## config.mk

```make
export PLATFORM = sky130hd
export DESIGN_NAME = stage_update_ctrl
export DESIGN_NICKNAME = d
export VERILOG_FILES = /design/src/rtl/stage_update_ctrl.sv
export SDC_FILE = /design/constraint.sdc
export NUM_CORES = 1
export LEC_CHECK = 0
export BUFFER_PORTS_ARGS = -buffer_cell sky130_fd_sc_hd__buf_2
export CAP_MARGIN = 20
export CORE_AREA = 4 4 185 187
export CTS_CLUSTER_SIZE = 14
export DETAILED_ROUTE_END_ITERATION = 7
export DIE_AREA = 0 0 189 191
export PLACE_DENSITY = 0.84
export SLEW_MARGIN = 20
export SYNTH_ARGS = -nofsm -noshare
export SYNTH_HDL_FRONTEND = slang
export SYNTH_SLANG_ARGS = --single-unit
```

## constraint.sdc

```tcl
create_clock -name clk -period 3.32 [get_ports clk]
set_input_delay 0.166 -clock clk [delete_from_list [all_inputs] [get_ports clk]]
set_output_delay 0.166 -clock clk [all_outputs]
set_load 0.01 [all_outputs]
```

## src/rtl/stage_update_ctrl.sv

```systemverilog
// rtl/stage_update_ctrl.sv - stage-filtered update FIFO issuing port-B writes with bounded collision hold
module stage_update_ctrl #(
  parameter int STAGE_ID   = 0,
  parameter int DATA       = 72,
  parameter int ADDR       = 10,
  parameter int STAGE_BITS = 5,
  parameter int FIFO_DEPTH = 4,
  parameter int MAX_HOLD   = 15
) (
  input  logic                  clk,
  input  logic                  rst,
  input  logic                  upd_valid,
  output logic                  upd_ready,
  input  logic [STAGE_BITS-1:0] upd_stage,
  input  logic [ADDR-1:0]       upd_addr,
  input  logic [DATA-1:0]       upd_data,
  input  logic                  upd_last,
  input  logic                  lk_valid,
  input  logic [ADDR-1:0]       lk_addr,
  output logic                  b_wr,
  output logic [ADDR-1:0]       b_addr,
  output logic [DATA-1:0]       b_din,
  output logic                  busy,
  output logic                  batch_done,
  output logic [15:0]           wr_count
);

  localparam int PW = $clog2(FIFO_DEPTH);
  localparam int HW = $clog2(MAX_HOLD + 1);
  localparam logic [PW:0]           DEPTH_C  = (PW+1)'(FIFO_DEPTH);
  localparam logic [PW:0]           ONE_C    = (PW+1)'(1);
  localparam logic [HW-1:0]         HOLD_LIM = HW'(MAX_HOLD);
  localparam logic [STAGE_BITS-1:0] MY_STAGE = STAGE_BITS'(STAGE_ID);

  typedef enum logic [1:0] {IDLE = 2'd0, ISSUE = 2'd1, HOLD = 2'd2} state_t;

  state_t state, state_n;

  logic [ADDR-1:0]       fifo_addr [FIFO_DEPTH];
  logic [DATA-1:0]       fifo_data [FIFO_DEPTH];
  logic [FIFO_DEPTH-1:0] fifo_last;
  logic [PW-1:0]         wr_ptr, rd_ptr;
  logic [PW:0]           count;
  logic [HW-1:0]         hold_cnt, hold_n;
  logic                  push, pop, collision;

  assign upd_ready = !rst && (count != DEPTH_C);
  assign busy      = (count != '0) || b_wr;
  // Foreign-stage commands still complete the handshake; they just never reach the FIFO.
  assign push      = upd_valid && upd_ready && (upd_stage == MY_STAGE);
  assign collision = lk_valid && (lk_addr == fifo_addr[rd_ptr]);

  always_comb begin
    state_n = state;
    hold_n  = hold_cnt;
    pop     = 1'b0;
    case (state)
      IDLE: begin
        if (push || count != '0) state_n = ISSUE;
      end
      ISSUE: begin
        if (count == '0) begin
          state_n = push ? ISSUE : IDLE;
        end else if (collision) begin
          hold_n  = HW'(1);
          state_n = HOLD;
        end else begin
          pop = 1'b1;
        end
      end
      HOLD: begin
        if (collision && hold_cnt < HOLD_LIM) begin
          hold_n = hold_cnt + HW'(1);
        end else begin
          pop    = 1'b1;
          hold_n = '0;
        end
      end
      default: state_n = IDLE;
    endcase
    // A same-edge push keeps the pipeline in ISSUE so back-to-back writes continue.
    if (pop) state_n = (count != ONE_C || push) ? ISSUE : IDLE;
  end

  always_ff @(posedge clk) begin
    if (push) begin
      fifo_addr[wr_ptr] <= upd_addr;
      fifo_data[wr_ptr] <= upd_data;
      fifo_last[wr_ptr] <= upd_last;
    end
  end

  always_ff @(posedge clk) begin
    if (rst) begin
      state      <= IDLE;
      wr_ptr     <= '0;
      rd_ptr     <= '0;
      count      <= '0;
      hold_cnt   <= '0;
      b_wr       <= 1'b0;
      b_addr     <= '0;
      b_din      <= '0;
      batch_done <= 1'b0;
      wr_count   <= '0;
    end else begin
      state    <= state_n;
      hold_cnt <= hold_n;
      if (push) wr_ptr <= wr_ptr + PW'(1);
      case ({push, pop})
        2'b10:   count <= count + ONE_C;
        2'b01:   count <= count - ONE_C;
        default: count <= count;
      endcase
      if (pop) begin
        b_wr       <= 1'b1;
        b_addr     <= fifo_addr[rd_ptr];
        b_din      <= fifo_data[rd_ptr];
        batch_done <= fifo_last[rd_ptr];
        rd_ptr     <= rd_ptr + PW'(1);
        wr_count   <= wr_count + 16'd1;
      end else begin
        b_wr       <= 1'b0;
        batch_done <= 1'b0;
      end
    end
  end

endmodule

```

Word level (Yosys, flattened, before mapping). Memory sizes are Yosys's and may differ from the RTL's. A register that Yosys moved wholly into a read port is not among the register bits. Cells that the tools add are included.

Bits of input ports: 102. Logic and storage cells: 80. Register bits: 45. Latch bits: 0. Memories: 2. RAM bits: 328. ROM bits: 0. Output and inout bits: 102.

Shift operators: 0. Reduce and logical (&&, ||, !) cells: 19. $lt $le $gt $ge: 4. $mul: 0. Add/sub/neg operators: 6. Divide/modulo/power cells: 0. Multiplexer cells: 26. Equality and inequality tests: 12. Bitwise logic cells: 1.

Memory list: fifo_data (words 4, bits a word 72, read ports 1, clocked after Yosys merged registers in 1, wr ports 1, line 40) `logic [DATA-1:0] fifo_data [FIFO_DEPTH];`; fifo_addr (words 4, bits a word 10, read ports 1, clocked after Yosys merged registers in 1, wr ports 1, line 39) `logic [ADDR-1:0] fifo_addr [FIFO_DEPTH];`.

Operators by type and width (count): $add A16 B1 Y16 const B (1); $mux W2 (6); $mux W4 (3); $eq A10 B10 Y1 (1); $mux W1 (10); $pmux W4 S2 (1); $logic_and A1 B1 Y1 (6); $lt A2 B3 Y1 const B (2); $ne A2 B2 Y1 const B (3); $ne A3 B3 Y1 const B (2); $pmux W2 S3 (1); $pmux W3 S2 (1); $reduce_and A3 Y1 (2); $logic_not A5 Y1 (1); $add A2 B1 Y2 const B (2); $add A4 B1 Y4 const B (1); $bwmux W4 (1); $eq A2 B1 Y1 const B (2); $eq A2 B2 Y1 const B (2); $lt A4 B4 Y1 const B (1); $ne A4 B4 Y1 const B (1); $reduce_bool A2 Y1 (2); $add A3 B1 Y3 const B (1); $logic_not A3 Y1 (1); 12 further kinds (14).

Longest topological paths before layout.
Depth after elaboration: 8. Mapped depth: 13. Depth with buffers taken out: 10.

Worst setup path before layout. No wires, ideal clock.

Path kind: input to register. Start: in upd_stage[1]. End: mem fifo_addr[0][0] (enable). Path buffers: 0. Arrival: 3.171 ns. Stages on the path: 3. Setup slack: -0.302 ns. Setup time: 0.451 ns. Required time: 2.869 ns. Path through: or4b_2 nor3_1 and3_1.

Word-level cells in the longest chain between the ends: 4.

Ends and longest elaborated chain: from (decl) (line 14) `input logic [STAGE_BITS-1:0] upd_stage,`; $logic_not A5 Y1 (line 50) `assign push = upd_valid && upd_ready && (upd_stage == MY_STAGE);`; $logic_and A1 B1 Y1 (line 50); $mux W1 (line 86) `if (push) begin`; $mux W1 (not written as such) (line 87) `fifo_addr[wr_ptr] <= upd_addr;`; to (decl) (line 39).

Every way passes these cells.

==> metrics.cfg <==
[sta]
skew_ns = 0.0220
final.period_utilization = 0.935
worst_pin_slew_ns = 1.13
slew_violations = 0
finalSetupViolations = 0
min_period_ns = 3.10
final.setup.tns_ns = 0
rsz0062_at_grt = no
fmax_ghz = 0.322
slew_headroom = 0.247
hold_viol_final = 0

[placement]
dpl_cell_area_um2 = 18500
dp_hpwl_um = 21900
place_inst = 1643
place.gp.congestion = 0.805
port_buffers = 203

[logic_synthesis]
synth_top_area_share = 0.594
synth_area_leaders = edfxtp_1 (59%), dfxtp_1 (14%), mux4_2 (11%), nand2_1 (3.8%), a21oi_1 (2.7%)
async_flop_share = 0
ys_top_cells_by_count = edfxtp_1 (332), nand2_1 (172), dfxtp_1 (115), a21oi_1 (91), mux4_2 (81)
synth-edff-count = 332
ys_seq_area_frac = 0.731
synth_area_leader_cell = edfxtp_1
synth.net_count = 1139
synth.distinct_cells = 54
yosysMostFrequentCell = edfxtp_1
ys_ff_latch = 447
synth_ff_type = edfxtp_1
avgSynthCellArea_um2 = 16.4
yosys_warnings = 0
postSynthCellCount = 1023
synth.cell_area_um2 = 16800

[route]
dr_total_vias = 9912
ant_nets = 0
via_per_inst = 5.47
drtPass1Iterations = 5
wl_per_cell_um = 20.4
totalWireLength_um = 37000
drc = 0
drt-initial-drc-count = 668

[flow_run]
cap_viol_max_count = 0

[global_routing]
grt_pass1_wl_um = 57700
grt_max_degree = 88
grt-ovfl-total = 0
antenna_found_initial = 5
grtUsageTotal = 0.204
grt_pass1_vias = 10400

[clock_tree]
clkLatencyLatePin_ns = 0.54
clk_transition_reported_paths_ns = 0.06
h-tree-depth = 2
cts_buffers = 45
clkSinkCount = 447
cts_buffer_depth = 3
cts_root_buf = clkbuf_16
cts_tree = done
cts_setup_buffers = 0

[floorplanning]
die_h_um = 191
coreArea_um2 = 32500
boundaryPins = 204
design.die.area_um2 = 36100
std_cell_rows = 66
die_w_um = 189
start_util = 0.517

[final_layout]
instances_no_fill = 1813
fin_area_um2 = 20800
layout-area-overhead-vs-synth_pct = 23.7
nets = 1447
layout-drive-gt1-share = 0.308

[critical_path]
critPathKind = register to register
cp.arrival_ns = 3.55
end_kind = register
startpoint_type = register
critPathRequiredTime_ns = 3.77
path_max_fanout = 5

[pwr]
peakVddDrop_mv = 0.519
p_per_area_nw_per_um2 = 534
p_leak_nw = 7.08

[outcome]
outcome = finished clean

[min_path]
holdCritPathClass = primary input to register

[through the flow]
stage / total power [mW] / hold slack (ns) / util / setup WS, ns
after detailed placement: 6.30 / 0.380 / 0.570 / 0.141
after CTS: 11.2 / 0.0284 / 0.639 / 0.114
after global placement: 6.29 / 0.377 / 0.570 / 0.215
final: 11.1 / 0.0488 / 0.640 / 0.217
after floorplan: 6.18 / 0.265 / - / 0.0740
after global routing: 11.4 / 0.0664 / 0.640 / 0.0395
[layout make-up]
type	instances	area [µm²]
antenna	3	7.51
clock buffer	62	1230
clock inverter	22	189
fill	2213	11700
inverter	17	65.1
multi-input combinational	505	4200
sequential	447	12300
tap	442	553
timing repair buffer	315	2230
[layout by cell type, fill, tap and decap left out, types with 10 or more instances in the layout]
cell type,netlist,final
dlygate4sd3_1,0,83
buf_2,11,202
ha_1,14,13
nand2_1,172,172
o21ai_0,12,12
clkbuf_16,0,46
nand2_2,10,10
buf_12,0,13
buf_4,3,17
dfxtp_1,115,112
edfxtp_1,332,332
nor2_1,12,12
mux4_2,81,81
clkinv_2,0,13
a21oi_1,91,91
clkbuf_1,33,14
inv_1,16,16
a21oi_2,10,10
[registers in the layout (all words and copies together), names as in the netlist, named ones only]
| signal | cells |
|---|---|
| b_wr | 1 |
| b_addr | 10 |
| wr_count | 16 |
| fifo_data | 288 |
| batch_done | 1 |
| state | 2 |
| fifo_addr | 40 |
| b_din | 72 |
| wr_ptr | 2 |
| count | 3 |
| rd_ptr | 2 |
| fifo_last | 4 |
| hold_cnt | 4 |
[worst max-delay path: stages, from the launching register on]
cell and delay [ns]:
dfxtp_2 0.37, buf_4 0.14, mux4_2 0.53, xor2_1 0.17
nor4_2 0.33, o2111ai_2 0.22, a32oi_4 0.31, clkinv_2 0.12
ha_2 0.31, or3_1 0.37, a21oi_1 0.14
[report_power, final]
group / total [mW] / internal (mW) / leakage (nW) / switching [mW]
Sequential: 6.00 / 5.99 / 3.91 / 0.00314
Combinational: 0.270 / 0.134 / 2.47 / 0.136
Clock: 4.82 / 2.78 / 0.700 / 2.04
[metal layers]
| metal | up-vias | part of all wire | GRT usage |
|---|---|---|---|
| met4 | 4 | 0.021 | 0.0555 |
| met3 | 64 | 0.067 | 0.0422 |
| met5 | - | 0.00057 | 0 |
| li1 | 4505 | - | - |
| met1 | 4974 | 0.39 | 0.262 |
| met2 | 365 | 0.52 | 0.356 |
[final timing paths]
kind                                start           to  slack, ns  cells after the start
worst max-delay path             register     count[2]       0.22                     10
worst min-delay path                  rst  wr_count[0]       0.05                      2
worst min register to register  b_din[36]    b_din[36]       0.45                      2
worst max register to register   register     count[2]       0.22                     10
[what timing repair did]
action                                  4_1_cts  5_1_grt
endpoints found under the hold margin       332        0
gates resized for setup                       0        3
hold buffers                                 83        0
endpoints found under the setup margin        0        4
[cells by family (layout without fill, tap and decap cells)]
group	Yosys count	count (layout)	share of synthesized area
XOR/XNOR	15	15	0.00783
buffers and inverters	71	416	0.0198
AO/OA/AOI/OAI	135	135	0.0491
flip-flops	447	447	0.731
adder cells (fa/ha/maj)	14	14	0.0104
multiplexers	90	90	0.114
AND/OR/NAND/NOR	251	251	0.0670
other	0	3	0
No activity file was read; power rests on OpenSTA's default activity.
